[config.mk]
export PLATFORM = sky130hd
export DESIGN_NAME = logic_probe_channels
export DESIGN_NICKNAME = d
export VERILOG_FILES = /design/src/rtl/logic_probe_channels.sv
export SDC_FILE = /design/constraint.sdc
export NUM_CORES = 1
export LEC_CHECK = 0
export ABC_CLOCK_PERIOD_IN_PS = 3550
export BUFFER_PORTS_ARGS = -buffer_cell sky130_fd_sc_hd__buf_2
export CAP_MARGIN = 30
export CORE_MARGIN = 2
export CORE_UTILIZATION = 58
export CTS_BUF_LIST = sky130_fd_sc_hd__clkbuf_4 sky130_fd_sc_hd__clkbuf_8
export DETAILED_ROUTE_END_ITERATION = 12
export GPL_ROUTABILITY_DRIVEN = 0
export PLACE_DENSITY = 0.75
export SLEW_MARGIN = 20
export SYNTH_ARGS = -nofsm -noshare
export SYNTH_HDL_FRONTEND = slang
export SYNTH_SLANG_ARGS = --single-unit
[constraint.sdc]
create_clock -name clk -period 3.55 [get_ports clk]
set_input_delay 0.71 -clock clk [delete_from_list [all_inputs] [get_ports clk]]
set_output_delay 0.71 -clock clk [all_outputs]
set_load 0.03 [all_outputs]
[src/rtl/logic_probe_channels.sv]
// logic_probe_channels: multi-channel logic probe.
// Each channel's high/low comparator outputs are synchronized, encoded into a
// 2-bit level code, and edge-counted over a fixed measurement window. At the
// end of each window the live counts move into snapshot registers that can be
// read over a simple pipelined read port. Sticky per-channel error flags catch
// the impossible "above high but below low" comparator state.
//
// Optional feature: define LOGIC_PROBE_PULSE_STRETCH_EN to build per-channel
// pulse-stretch timers that drive pulse_led. Without the macro, pulse_led and
// status bit 3 are tied to 0 and no timers are built.
//
// Read port handshake: rd_req is a one-cycle strobe and may be asserted every
// cycle. Each accepted strobe produces rd_ack exactly one cycle later, with
// rd_data registered to match. rd_data is 0 whenever rd_ack is 0. A strobe
// sampled together with reset is dropped.

module logic_probe_channels #(
  parameter int CHANNELS       = 4,
  parameter int COUNTER_BITS   = 24,
  parameter int WINDOW_CYCLES  = 32400000,
  parameter int STRETCH_CYCLES = 3240000
) (
  input  logic                    clk,
  input  logic                    reset,
  input  logic [CHANNELS-1:0]     comp_hi,
  input  logic [CHANNELS-1:0]     comp_lo,
  input  logic                    rd_req,
  input  logic [7:0]              rd_addr,
  output logic [31:0]             rd_data,
  output logic                    rd_ack,
  output logic [2*CHANNELS-1:0]   level,
  output logic                    window_done,
  output logic [CHANNELS-1:0]     pulse_led
);

  // Level codes
  localparam logic [1:0] LVL_LOW  = 2'b00;
  localparam logic [1:0] LVL_MID  = 2'b01;
  localparam logic [1:0] LVL_HIGH = 2'b10;
  localparam logic [1:0] LVL_ERR  = 2'b11;

  localparam int                     WIN_W    = $clog2(WINDOW_CYCLES);
  localparam logic [WIN_W-1:0]       WIN_LAST = WIN_W'(WINDOW_CYCLES - 1);
  localparam logic [COUNTER_BITS-1:0] CNT_MAX = '1;
  localparam logic [COUNTER_BITS-1:0] CNT_ONE = COUNTER_BITS'(1);
  localparam logic [7:0]             SEQ_ADDR = 8'(4 * CHANNELS);

  // ---------------------------------------------------------------------------
  // Synchronizers and level encoding
  // ---------------------------------------------------------------------------
  logic [CHANNELS-1:0]   hi_s1_q, hi_s2_q;
  logic [CHANNELS-1:0]   lo_s1_q, lo_s2_q;
  logic [2*CHANNELS-1:0] level_q, level_d;

  // Two-flop synchronizers for the asynchronous comparator outputs
  always_ff @(posedge clk) begin
    if (reset) begin
      hi_s1_q <= '0;
      hi_s2_q <= '0;
      lo_s1_q <= '0;
      lo_s2_q <= '0;
    end else begin
      hi_s1_q <= comp_hi;
      hi_s2_q <= hi_s1_q;
      lo_s1_q <= comp_lo;
      lo_s2_q <= lo_s1_q;
    end
  end

  // Encode the synchronized comparator pair into a level code
  always_comb begin
    level_d = '0;
    for (int n = 0; n < CHANNELS; n++) begin
      case ({hi_s2_q[n], lo_s2_q[n]})
        2'b00:   level_d[2*n +: 2] = LVL_LOW;
        2'b01:   level_d[2*n +: 2] = LVL_MID;
        2'b11:   level_d[2*n +: 2] = LVL_HIGH;
        default: level_d[2*n +: 2] = LVL_ERR;
      endcase
    end
  end

  // Registered level code; reset value LOW doubles as the "previous level"
  always_ff @(posedge clk) begin
    if (reset) level_q <= '0;
    else       level_q <= level_d;
  end

  assign level = level_q;

  // ---------------------------------------------------------------------------
  // Edge events: compare the level about to be registered with the current one
  // ---------------------------------------------------------------------------
  logic [CHANNELS-1:0] rise_ev, fall_ev;

  // Detect transitions into HIGH and into LOW from any other code
  always_comb begin
    rise_ev = '0;
    fall_ev = '0;
    for (int n = 0; n < CHANNELS; n++) begin
      rise_ev[n] = (level_d[2*n +: 2] == LVL_HIGH) && (level_q[2*n +: 2] != LVL_HIGH);
      fall_ev[n] = (level_d[2*n +: 2] == LVL_LOW)  && (level_q[2*n +: 2] != LVL_LOW);
    end
  end

  // ---------------------------------------------------------------------------
  // Measurement window
  // ---------------------------------------------------------------------------
  logic [WIN_W-1:0] win_cnt_q, win_cnt_d;
  logic             win_term;
  logic [31:0]      seq_q, seq_d;
  logic             window_done_q, window_done_d;

  // Window counter runs 0..WINDOW_CYCLES-1; terminal cycle closes the window
  always_comb begin
    win_term      = (win_cnt_q == WIN_LAST);
    win_cnt_d     = win_term ? '0 : win_cnt_q + WIN_W'(1);
    seq_d         = win_term ? seq_q + 32'd1 : seq_q;
    window_done_d = win_term;
  end

  // Window counter, sequence number and window_done pulse registers
  always_ff @(posedge clk) begin
    if (reset) begin
      win_cnt_q     <= '0;
      seq_q         <= '0;
      window_done_q <= 1'b0;
    end else begin
      win_cnt_q     <= win_cnt_d;
      seq_q         <= seq_d;
      window_done_q <= window_done_d;
    end
  end

  assign window_done = window_done_q;

  // ---------------------------------------------------------------------------
  // Live and snapshot edge counters
  // ---------------------------------------------------------------------------
  logic [COUNTER_BITS-1:0] rise_live_q [CHANNELS];
  logic [COUNTER_BITS-1:0] rise_live_d [CHANNELS];
  logic [COUNTER_BITS-1:0] fall_live_q [CHANNELS];
  logic [COUNTER_BITS-1:0] fall_live_d [CHANNELS];
  logic [COUNTER_BITS-1:0] rise_snap_q [CHANNELS];
  logic [COUNTER_BITS-1:0] rise_snap_d [CHANNELS];
  logic [COUNTER_BITS-1:0] fall_snap_q [CHANNELS];
  logic [COUNTER_BITS-1:0] fall_snap_d [CHANNELS];

  // Saturating counters; at terminal count the live value moves to the
  // snapshot and an edge in that same cycle seeds the next window with 1
  always_comb begin
    for (int n = 0; n < CHANNELS; n++) begin
      rise_snap_d[n] = rise_snap_q[n];
      fall_snap_d[n] = fall_snap_q[n];
      rise_live_d[n] = rise_live_q[n];
      fall_live_d[n] = fall_live_q[n];
      if (win_term) begin
        rise_snap_d[n] = rise_live_q[n];
        fall_snap_d[n] = fall_live_q[n];
        rise_live_d[n] = rise_ev[n] ? CNT_ONE : '0;
        fall_live_d[n] = fall_ev[n] ? CNT_ONE : '0;
      end else begin
        if (rise_ev[n] && (rise_live_q[n] != CNT_MAX)) rise_live_d[n] = rise_live_q[n] + CNT_ONE;
        if (fall_ev[n] && (fall_live_q[n] != CNT_MAX)) fall_live_d[n] = fall_live_q[n] + CNT_ONE;
      end
    end
  end

  // Counter registers
  always_ff @(posedge clk) begin
    if (reset) begin
      for (int n = 0; n < CHANNELS; n++) begin
        rise_live_q[n] <= '0;
        fall_live_q[n] <= '0;
        rise_snap_q[n] <= '0;
        fall_snap_q[n] <= '0;
      end
    end else begin
      for (int n = 0; n < CHANNELS; n++) begin
        rise_live_q[n] <= rise_live_d[n];
        fall_live_q[n] <= fall_live_d[n];
        rise_snap_q[n] <= rise_snap_d[n];
        fall_snap_q[n] <= fall_snap_d[n];
      end
    end
  end

  // ---------------------------------------------------------------------------
  // Sticky error flags
  // ---------------------------------------------------------------------------
  logic [CHANNELS-1:0] err_q, err_d;

  // Set while level is ERROR, clear on a status read; set wins over clear
  always_comb begin
    for (int n = 0; n < CHANNELS; n++) begin
      err_d[n] = err_q[n];
      if (rd_req && (rd_addr == 8'(4 * n + 2))) err_d[n] = 1'b0;
      if (level_q[2*n +: 2] == LVL_ERR)         err_d[n] = 1'b1;
    end
  end

  // Error flag register
  always_ff @(posedge clk) begin
    if (reset) err_q <= '0;
    else       err_q <= err_d;
  end

  // ---------------------------------------------------------------------------
  // Pulse stretch indicators
  // ---------------------------------------------------------------------------
`ifdef LOGIC_PROBE_PULSE_STRETCH_EN
  localparam int              ST_W    = $clog2(STRETCH_CYCLES + 2);
  localparam logic [ST_W-1:0] ST_LOAD = ST_W'(STRETCH_CYCLES);

  logic [ST_W-1:0] st_q [CHANNELS];
  logic [ST_W-1:0] st_d [CHANNELS];

  // Any level change reloads the timer; otherwise it counts down to zero
  always_comb begin
    for (int n = 0; n < CHANNELS; n++) begin
      st_d[n] = st_q[n];
      if (level_d[2*n +: 2] != level_q[2*n +: 2]) st_d[n] = ST_LOAD;
      else if (st_q[n] != '0)                     st_d[n] = st_q[n] - ST_W'(1);
    end
  end

  // Stretch timer registers
  always_ff @(posedge clk) begin
    if (reset) begin
      for (int n = 0; n < CHANNELS; n++) st_q[n] <= '0;
    end else begin
      for (int n = 0; n < CHANNELS; n++) st_q[n] <= st_d[n];
    end
  end

  // Indicator is lit while the timer is running
  always_comb begin
    for (int n = 0; n < CHANNELS; n++) pulse_led[n] = (st_q[n] != '0);
  end
`else
  assign pulse_led = '0;
`endif

  // ---------------------------------------------------------------------------
  // Read port
  // ---------------------------------------------------------------------------
  logic [31:0] rd_data_q, rd_data_d;
  logic        rd_ack_q;

  // Word decode: a = 4*ch + k, sequence number just past the last channel
  always_comb begin
    rd_data_d = '0;
    if (rd_req) begin
      for (int n = 0; n < CHANNELS; n++) begin
        if (rd_addr[7:2] == 6'(n)) begin
          case (rd_addr[1:0])
            2'd0:    rd_data_d = 32'(rise_snap_q[n]);
            2'd1:    rd_data_d = 32'(fall_snap_q[n]);
            2'd2:    rd_data_d = {28'd0, pulse_led[n], err_q[n], level_q[2*n +: 2]};
            default: rd_data_d = '0;
          endcase
        end
      end
      if (rd_addr == SEQ_ADDR) rd_data_d = seq_q;
    end
  end

  // Read response registers; a strobe in a reset cycle is dropped
  always_ff @(posedge clk) begin
    if (reset) begin
      rd_data_q <= '0;
      rd_ack_q  <= 1'b0;
    end else begin
      rd_data_q <= rd_data_d;
      rd_ack_q  <= rd_req;
    end
  end

  assign rd_data = rd_data_q;
  assign rd_ack  = rd_ack_q;

endmodule

==> results of run 1 <==
==> power by group <==
group	leakage (nW)	internal [W]	total [W]	switching (W)
Combinational	3.12	0.0000860	0.000314	0.000228
Clock	0.937	0.00308	0.00540	0.00233
Sequential	4.05	0.00567	0.00569	0.0000267
==> worst reg2reg max path: cells and delay by family (launching register included) <==
family / cells / cell delay [ns]
AOI/OAI and AO/OA: 1 / 0.15
DFF: 1 / 0.35
and+or+nand+nor: 4 / 2.14
==> placed cells by master, fill, tap and decap left out, types with 25 or more instances in the layout <==
master and instances:
o31ai_1 55, o21ai_0 95, mux2i_1 49, and4_1 27, dfxtp_1 503, or3_1 61
clkbuf_8 104, xnor2_1 62, buf_2 58, nand4_1 67, a21oi_1 339, nand2_1 520
or4_1 80, nand3_1 96, inv_1 42, nor2_1 135, clkbuf_4 25, xor2_1 25
nor3_1 51, buf_4 31
==> registers in the layout, summed over array words and instances (netlist names), 8 cells and up <==
register and count:
rise_live_q 96, win_cnt_q 25, rd_data 32, fall_live_q 96, rise_snap_q 96, fall_snap_q 96, seq_q 32, level 8
==> cells by family after synthesis <==
kind of cell    after synthesis  share of synthesized area
other cells                   1                   0.000167
buf+inv                     213                     0.0379
xor+xnor                     87                     0.0339
mux                          89                     0.0539
simple gates               1169                      0.255
flops                       503                      0.448
compound gates              613                      0.159
fa+ha+maj                    22                     0.0123
==> through the flow <==
stage	worst slack [ns]	hold slack [ns]
global placement	0.618	0.427
CTS	0.805	0.265
detailed placement	0.559	0.420
floorplan	0.863	0.414
finish	0.815	0.298
global route	0.635	0.282
==> layer usage <==
layer,routed length (um),share of wire,up-vias,GRT usage
li1,-,-,9708,-
met1,27700,0.44,9672,0.427
met2,27800,0.44,839,0.467
met3,4890,0.078,133,0.0513
met4,2340,0.037,0,0.120
met5,0,0,-,0
==> Yosys cell counts, drive strengths merged, types with 42 or more instances <==
cell type	count	area [um2]
xnor2	62	543
or3	62	393
inv	42	158
nand4	68	432
mux2i	49	490
nand3	96	480
a21oi	340	1700
o21ai	97	485
dfxtp	503	10100
or4	81	612
nor3	51	255
nor2	135	507
o31ai	55	413
clkbuf	133	499
nand2	521	1960
==> worst min-delay path by stage <==
stage	startpoint	end	depth (start not counted)
final	comp_lo[3]	lo_s1_q[3]	2
after global routing	comp_lo[1]	lo_s1_q[1]	2
after CTS	comp_lo[3]	lo_s1_q[3]	2
after detailed placement	lo_s1_q[2]	lo_s2_q[2]	1
after global placement	lo_s1_q[0]	lo_s2_q[0]	1
after floorplan	hi_s1_q[0]	hi_s2_q[0]	1
==> layout make-up <==
| cell class | instances | area share |
|---|---|---|
| Timing Repair Buffer | 102 | 0.0303 |
| Multi-Input combinational cell | 1984 | 0.464 |
| Antenna cell | 1 | 0.000100 |
| Clock inverter | 17 | 0.00671 |
| Clock buffer | 127 | 0.0639 |
| Tap cell | 518 | 0.0259 |
| Sequential cell | 503 | 0.403 |
| Inverter | 43 | 0.00646 |
==> metrics.cfg, run 1 <==
[setup_path]
r2r_end=seq_q[28]
reg2reg_slack_ns=0.81
path_class=flip-flop to flip-flop
cpPeakStageDelay_ns=0.56
path_depth=5
crit_family=simple AND/OR/NAND/NOR gates
end_kind=flip-flop
cp-endpoint=seq_q[28]
setup.worst_path.start=win_cnt_q[10]
reg2reg_from=win_cnt_q[10]
worstPathCellList=or4_1, or4_1, or3_4, or4_1, a21oi_1
path_max_fanout=14
path_buf_inv=0
crit_arrival_ns=3.28
cpMostUsedCell=or4_1
rr_worst_depth=5
crit_slowest_cell=or4_1
cp.required_ns=4.09
start_kind=flip-flop

[drt]
drt_iter0_markers=1967
num_vias=20400
drc=0
avgRoutedWirePerCell_um=19.0
viasPerCell=6.18
wirelength_um=62700
ant_nets=0
firstDrtPassIters=6

[yosys]
synthArstFlopShare=0
synth_seq_cells=503
synthCells=2697
synth_flop_cell=dfxtp_1
synth.distinct_cells=65
yosysSeqAreaShare=0.448
synth_edf_count=0
yosys_warnings=0
syn_avg_cell_area_um2=8.33
syn_area_um2=22500

[grt]
first_global_vias=18700
grt_first_pass_wirelength_um=99700
grt_usage=0.304
grt_max_degree=189
overflow=0
antenna_found_initial=1

[clock_network]
cts_resized=0
cts_tree=done
cts_root_buf=clkbuf_8
cts-buffers-inserted=83
clock_latency_ns=0.64
cts_setup_buffers=0
cts.clk_slew.worst_paths_ns=0.06
cts_sinks=503
h-tree-depth=3
cts_hold_buf=0
cts_buffer_depth=3

[sta]
finalSetupViolations=0
rsz0062_at_grt=no
worstMarginPinSlew_ns=1.05
hold_violations=0
skew_ns=0.0262
post-route-period-util=0.770
tns_ns=0
max_slew_margin=0.285
period_minus_slack_ns=2.74
slew_viol_final=0
fmax_mhz=366

[worst_hold_path]
hold_class=primary input to flip-flop

[place]
post-place-cells=3146
dp_hpwl_um=43000
post_dp_cell_area_um2=23200
port_buffers=60

[final_layout]
nNetsFinal=2758
final_layout_size_suffix_gt1_frac=0.113
seqCellArea_um2=10100
syn_to_final_growth_pct=11.3
stdcell_area_um2=25000
multi_input_area_um2=11600
post-route-util=0.650
layout.cells.non_filler=3295
fillers=3212

[power]
pwr_density_cell_nw_per_um2=457
cellLeakagePower_nw=8.12
power_w=0.0114
irDropWorstVdd_v=0.000338

[flow_run]
cap_violations=0

[die]
ios=65
initial_utilization=0.584
num_rows=72
core_um2=38500
die_w_um=201
die_y_um=201
die_area_um2=40300

[outcome]
status=completed

(Power assumes the default switching activity.)
==> run 2: changes to the inputs <==
--- a/config.mk
+++ b/config.mk
@@ -5,7 +5,8 @@
 export SDC_FILE = /design/constraint.sdc
 export NUM_CORES = 1
 export LEC_CHECK = 0
-export ABC_CLOCK_PERIOD_IN_PS = 3550
+export ABC_AREA = 1
+export ABC_CLOCK_PERIOD_IN_PS = 2350
 export BUFFER_PORTS_ARGS = -buffer_cell sky130_fd_sc_hd__buf_2
 export CAP_MARGIN = 30
 export CORE_MARGIN = 2
@@ -13,7 +14,7 @@
 export CTS_BUF_LIST = sky130_fd_sc_hd__clkbuf_4 sky130_fd_sc_hd__clkbuf_8
 export DETAILED_ROUTE_END_ITERATION = 12
 export GPL_ROUTABILITY_DRIVEN = 0
-export PLACE_DENSITY = 0.75
+export PLACE_DENSITY = 0.78
 export SLEW_MARGIN = 20
 export SYNTH_ARGS = -nofsm -noshare
 export SYNTH_HDL_FRONTEND = slang
==> constraint.sdc (replaced) <==
create_clock -name clk -period 2.35 [get_ports clk]
set_input_delay 0.47 -clock clk [delete_from_list [all_inputs] [get_ports clk]]
set_output_delay 0.47 -clock clk [all_outputs]
set_load 0.03 [all_outputs]
==> metrics.cfg, run 2 <==
[die]
initial_utilization=0.586  ; +0.00201
die_w_um=212  ; +5.8%
core_um2=43000  ; +12%
ios=65  ; unchanged
die_area_um2=45100  ; +12%
num_rows=76  ; +5.6%
die_y_um=212  ; +5.8%

[grt]
grt_usage=0.327  ; +0.0235
grt_max_degree=94  ; -50%
antenna_found_initial=0  ; -1
overflow=0  ; unchanged
grt_first_pass_wirelength_um=118000  ; +18%
first_global_vias=22900  ; +23%

[final_layout]
fillers=3985  ; +24%
syn_to_final_growth_pct=12.3
mostFrequentLayoutCells=1285 x nand2_1, 558 x nor2_1, 503 x dfxtp_1, 445 x inv_1, 206 x a21oi_1
layout_commonest_cell=nand2_1
nNetsFinal=4043  ; +47%
layout.cells.non_filler=4647  ; +41%
num_antenna_cells=0  ; -1
final_layout_size_suffix_gt1_frac=0.0805  ; -0.0326

[sta]
slew_viol_final=0  ; unchanged
tns_ns=0  ; unchanged
max_slew_margin=0.445  ; +0.160
fin_ws_ns=0.173  ; -0.641 ns
rsz0062_at_grt=no
skew_ns=0.0372  ; +0.0110 ns
post-route-period-util=0.926  ; +0.156
finalSetupViolations=0  ; unchanged
fmax_mhz=459  ; +26%
hold_violations=0  ; unchanged
period_minus_slack_ns=2.18  ; -0.559 ns
worstMarginPinSlew_ns=0.823  ; -0.222 ns

[yosys]
synth_top_family_by_area=simple AND/OR/NAND/NOR gates
syn_avg_cell_area_um2=6.46  ; -22%
synth_flop_cell=dfxtp_1
synth.area.top_cells=dfxtp_1 40%, nand2_1 19%, nor2_1 8.3%, inv_1 6.6%, o22ai_1 4.2%
yosys_warnings=0  ; unchanged
synthArstFlopShare=0  ; unchanged
yosys.area_share.simple=0.334  ; +0.0790
synth_compound_gate_area_share=0.120  ; -0.0393
syn_area_um2=25200  ; +12%
yosysSeqAreaShare=0.400  ; -0.0485
synth.area.mux_share=0  ; -0.0539
synth_xor_area_frac=0.0389  ; +0.00503
synth.most_common_cell=nand2_1
synth_seq_cells=503  ; unchanged
synth.distinct_cells=38  ; -42%
synthAdderAreaFrac=0.0109  ; -0.00132
synth_area_leader_cell=dfxtp_1
synth_common_cells=1287 x nand2_1, 558 x nor2_1, 503 x dfxtp_1
synth_top_area_share=0.400  ; -0.0485
synth_edf_count=0  ; unchanged
synthCells=3901  ; +45%

[power]
pwr_density_cell_nw_per_um2=619  ; +36%
irDropWorstVdd_v=0.000780  ; +130%
cellLeakagePower_nw=10.2  ; +26%
power_w=0.0175  ; +53%

[worst_hold_path]
hold_class=primary input to flip-flop
holdPathStages=3  ; +1

[outcome]
status=completed

[setup_path]
rr_worst_depth=9  ; +4
start_kind=flip-flop
path_depth=9  ; +4
cpPeakStageDelay_ns=0.36  ; -0.20 ns
path_class=flip-flop to flip-flop
path_max_fanout=19  ; +5
path_buf_inv=2  ; +2
crit_slowest_cell=dfxtp_1
worstPathCellList=ha_1, nand2_2, nor2_4, inv_2, nor2_2, nand2_2, nand2_8, buf_4, o22ai_1
end_kind=flip-flop
cp.required_ns=2.88  ; -1.21 ns
crit_arrival_ns=2.71  ; -0.57 ns
cpMostUsedCell=nand2_2
crit_family=simple AND/OR/NAND/NOR gates

[drt]
drc=0  ; unchanged
num_vias=25100  ; +23%
avgRoutedWirePerCell_um=15.8  ; -17%
ant_nets=0  ; unchanged
drt_iter0_markers=2610  ; +33%
firstDrtPassIters=5  ; -1
wirelength_um=73400  ; +17%
viasPerCell=5.40  ; -13%

[place]
post-place-cells=4495  ; +43%
dp_hpwl_um=53100  ; +23%
port_buffers=60  ; unchanged
dp_slack_ns=0.0938  ; -0.465 ns

[clock_network]
clock_latency_ns=0.69  ; +0.05 ns
cts_root_buf=clkbuf_8
cts_tree=done
cts_buffer_depth=3  ; unchanged
cts.clk_slew.worst_paths_ns=0.06  ; about the same
cts_sinks=503  ; unchanged
cts-buffers-inserted=84  ; +1.2%
h-tree-depth=3  ; unchanged
cts_setup_buffers=0  ; unchanged

[flow_run]
cap_violations=0  ; unchanged

==> run 2: cell count changes after synthesis, sizes merged, moves of 62 or more <==
cell / change
nand2: +769
nor2: +433
inv: +408
o22ai: +169
a21oi: -133
nand3: +90
or4: -81
xor2: +79
clkbuf: -75
o21ai: +63
or3: -62
==> run 2: repair_timing <==
| action | in CTS | in global routing |
|---|---|---|
| setup endpoints to repair | 0 | 71 |
| endpoints found under the hold margin | 5 | 0 |
| gates resized for setup | 0 | 1 |
| hold buffers | 5 | 0 |
==> run 2: cells by family (layout without fill, tap and decap cells) <==
logic type,count (synthesis),count (layout)
AND/OR/NAND/NOR,2114,2115
buffers and inverters,598,755
AO/OA/AOI/OAI,551,551
flip-flops,503,503
XOR/XNOR,112,112
adder cells (fa/ha/maj),22,22
other,1,4
==> run 2: worst paths after layout <==
kind,start,endpoint,slack (ns)
setup / recovery,win_cnt_q[1],rise_snap_q[3][18],0.17
hold / removal,comp_lo[3],lo_s1_q[3],0.02
setup reg to reg,win_cnt_q[1],rise_snap_q[3][18],0.17
hold reg to reg,lo_s1_q[2],lo_s2_q[2],0.40
==> run 2: metal layers <==
layer,vias to the layer above,global-route usage,wire (um)
li1,12500,-,-
met1,11300,0.443,31600
met2,1111,0.498,31500
met4,0,0.156,3520
met3,220,0.0675,6820
met5,-,0,0
==> run 2: power by group <==
| group | internal, W | leakage [nW] | switching [W] | total (W) |
|---|---|---|---|---|
| Combinational | 0.000182 | 5.18 | 0.000458 | 0.000639 |
| Clock | 0.00468 | 0.953 | 0.00358 | 0.00825 |
| Sequential | 0.00857 | 4.06 | 0.0000351 | 0.00860 |
| Total | 0.0134 | 10.2 | 0.00407 | 0.0175 |
==> run 2: metrics by stage <==
stage          utilization  area, um2  hold slack [ns]
5_1_grt              0.658      28300           0.0151
4_1_cts              0.657      28300         0.000494
6_report             0.658      28300           0.0154
3_5_place_dp         0.615      26400            0.394
2_1_floorplan            -      25200            0.388
3_3_place_gp         0.614      26400            0.389
==> run 2: tightest hold or removal path: cells and delay by family <==
kind                   cells  cell delay (ns)
buffers and inverters      2             0.11
AND/OR/NAND/NOR            1             0.07
==> run 2: cell type report <==
| cell class | count | area (um2) | area share |
|---|---|---|---|
| Inverter | 450 | 1690 | 0.0597 |
| Clock buffer | 131 | 1650 | 0.0585 |
| Clock inverter | 15 | 138 | 0.00487 |
| Multi-Input combinational cell | 2804 | 12700 | 0.450 |
| Sequential cell | 503 | 10100 | 0.356 |
| Timing Repair Buffer | 159 | 1260 | 0.0447 |
| Tap cell | 585 | 732 | 0.0259 |
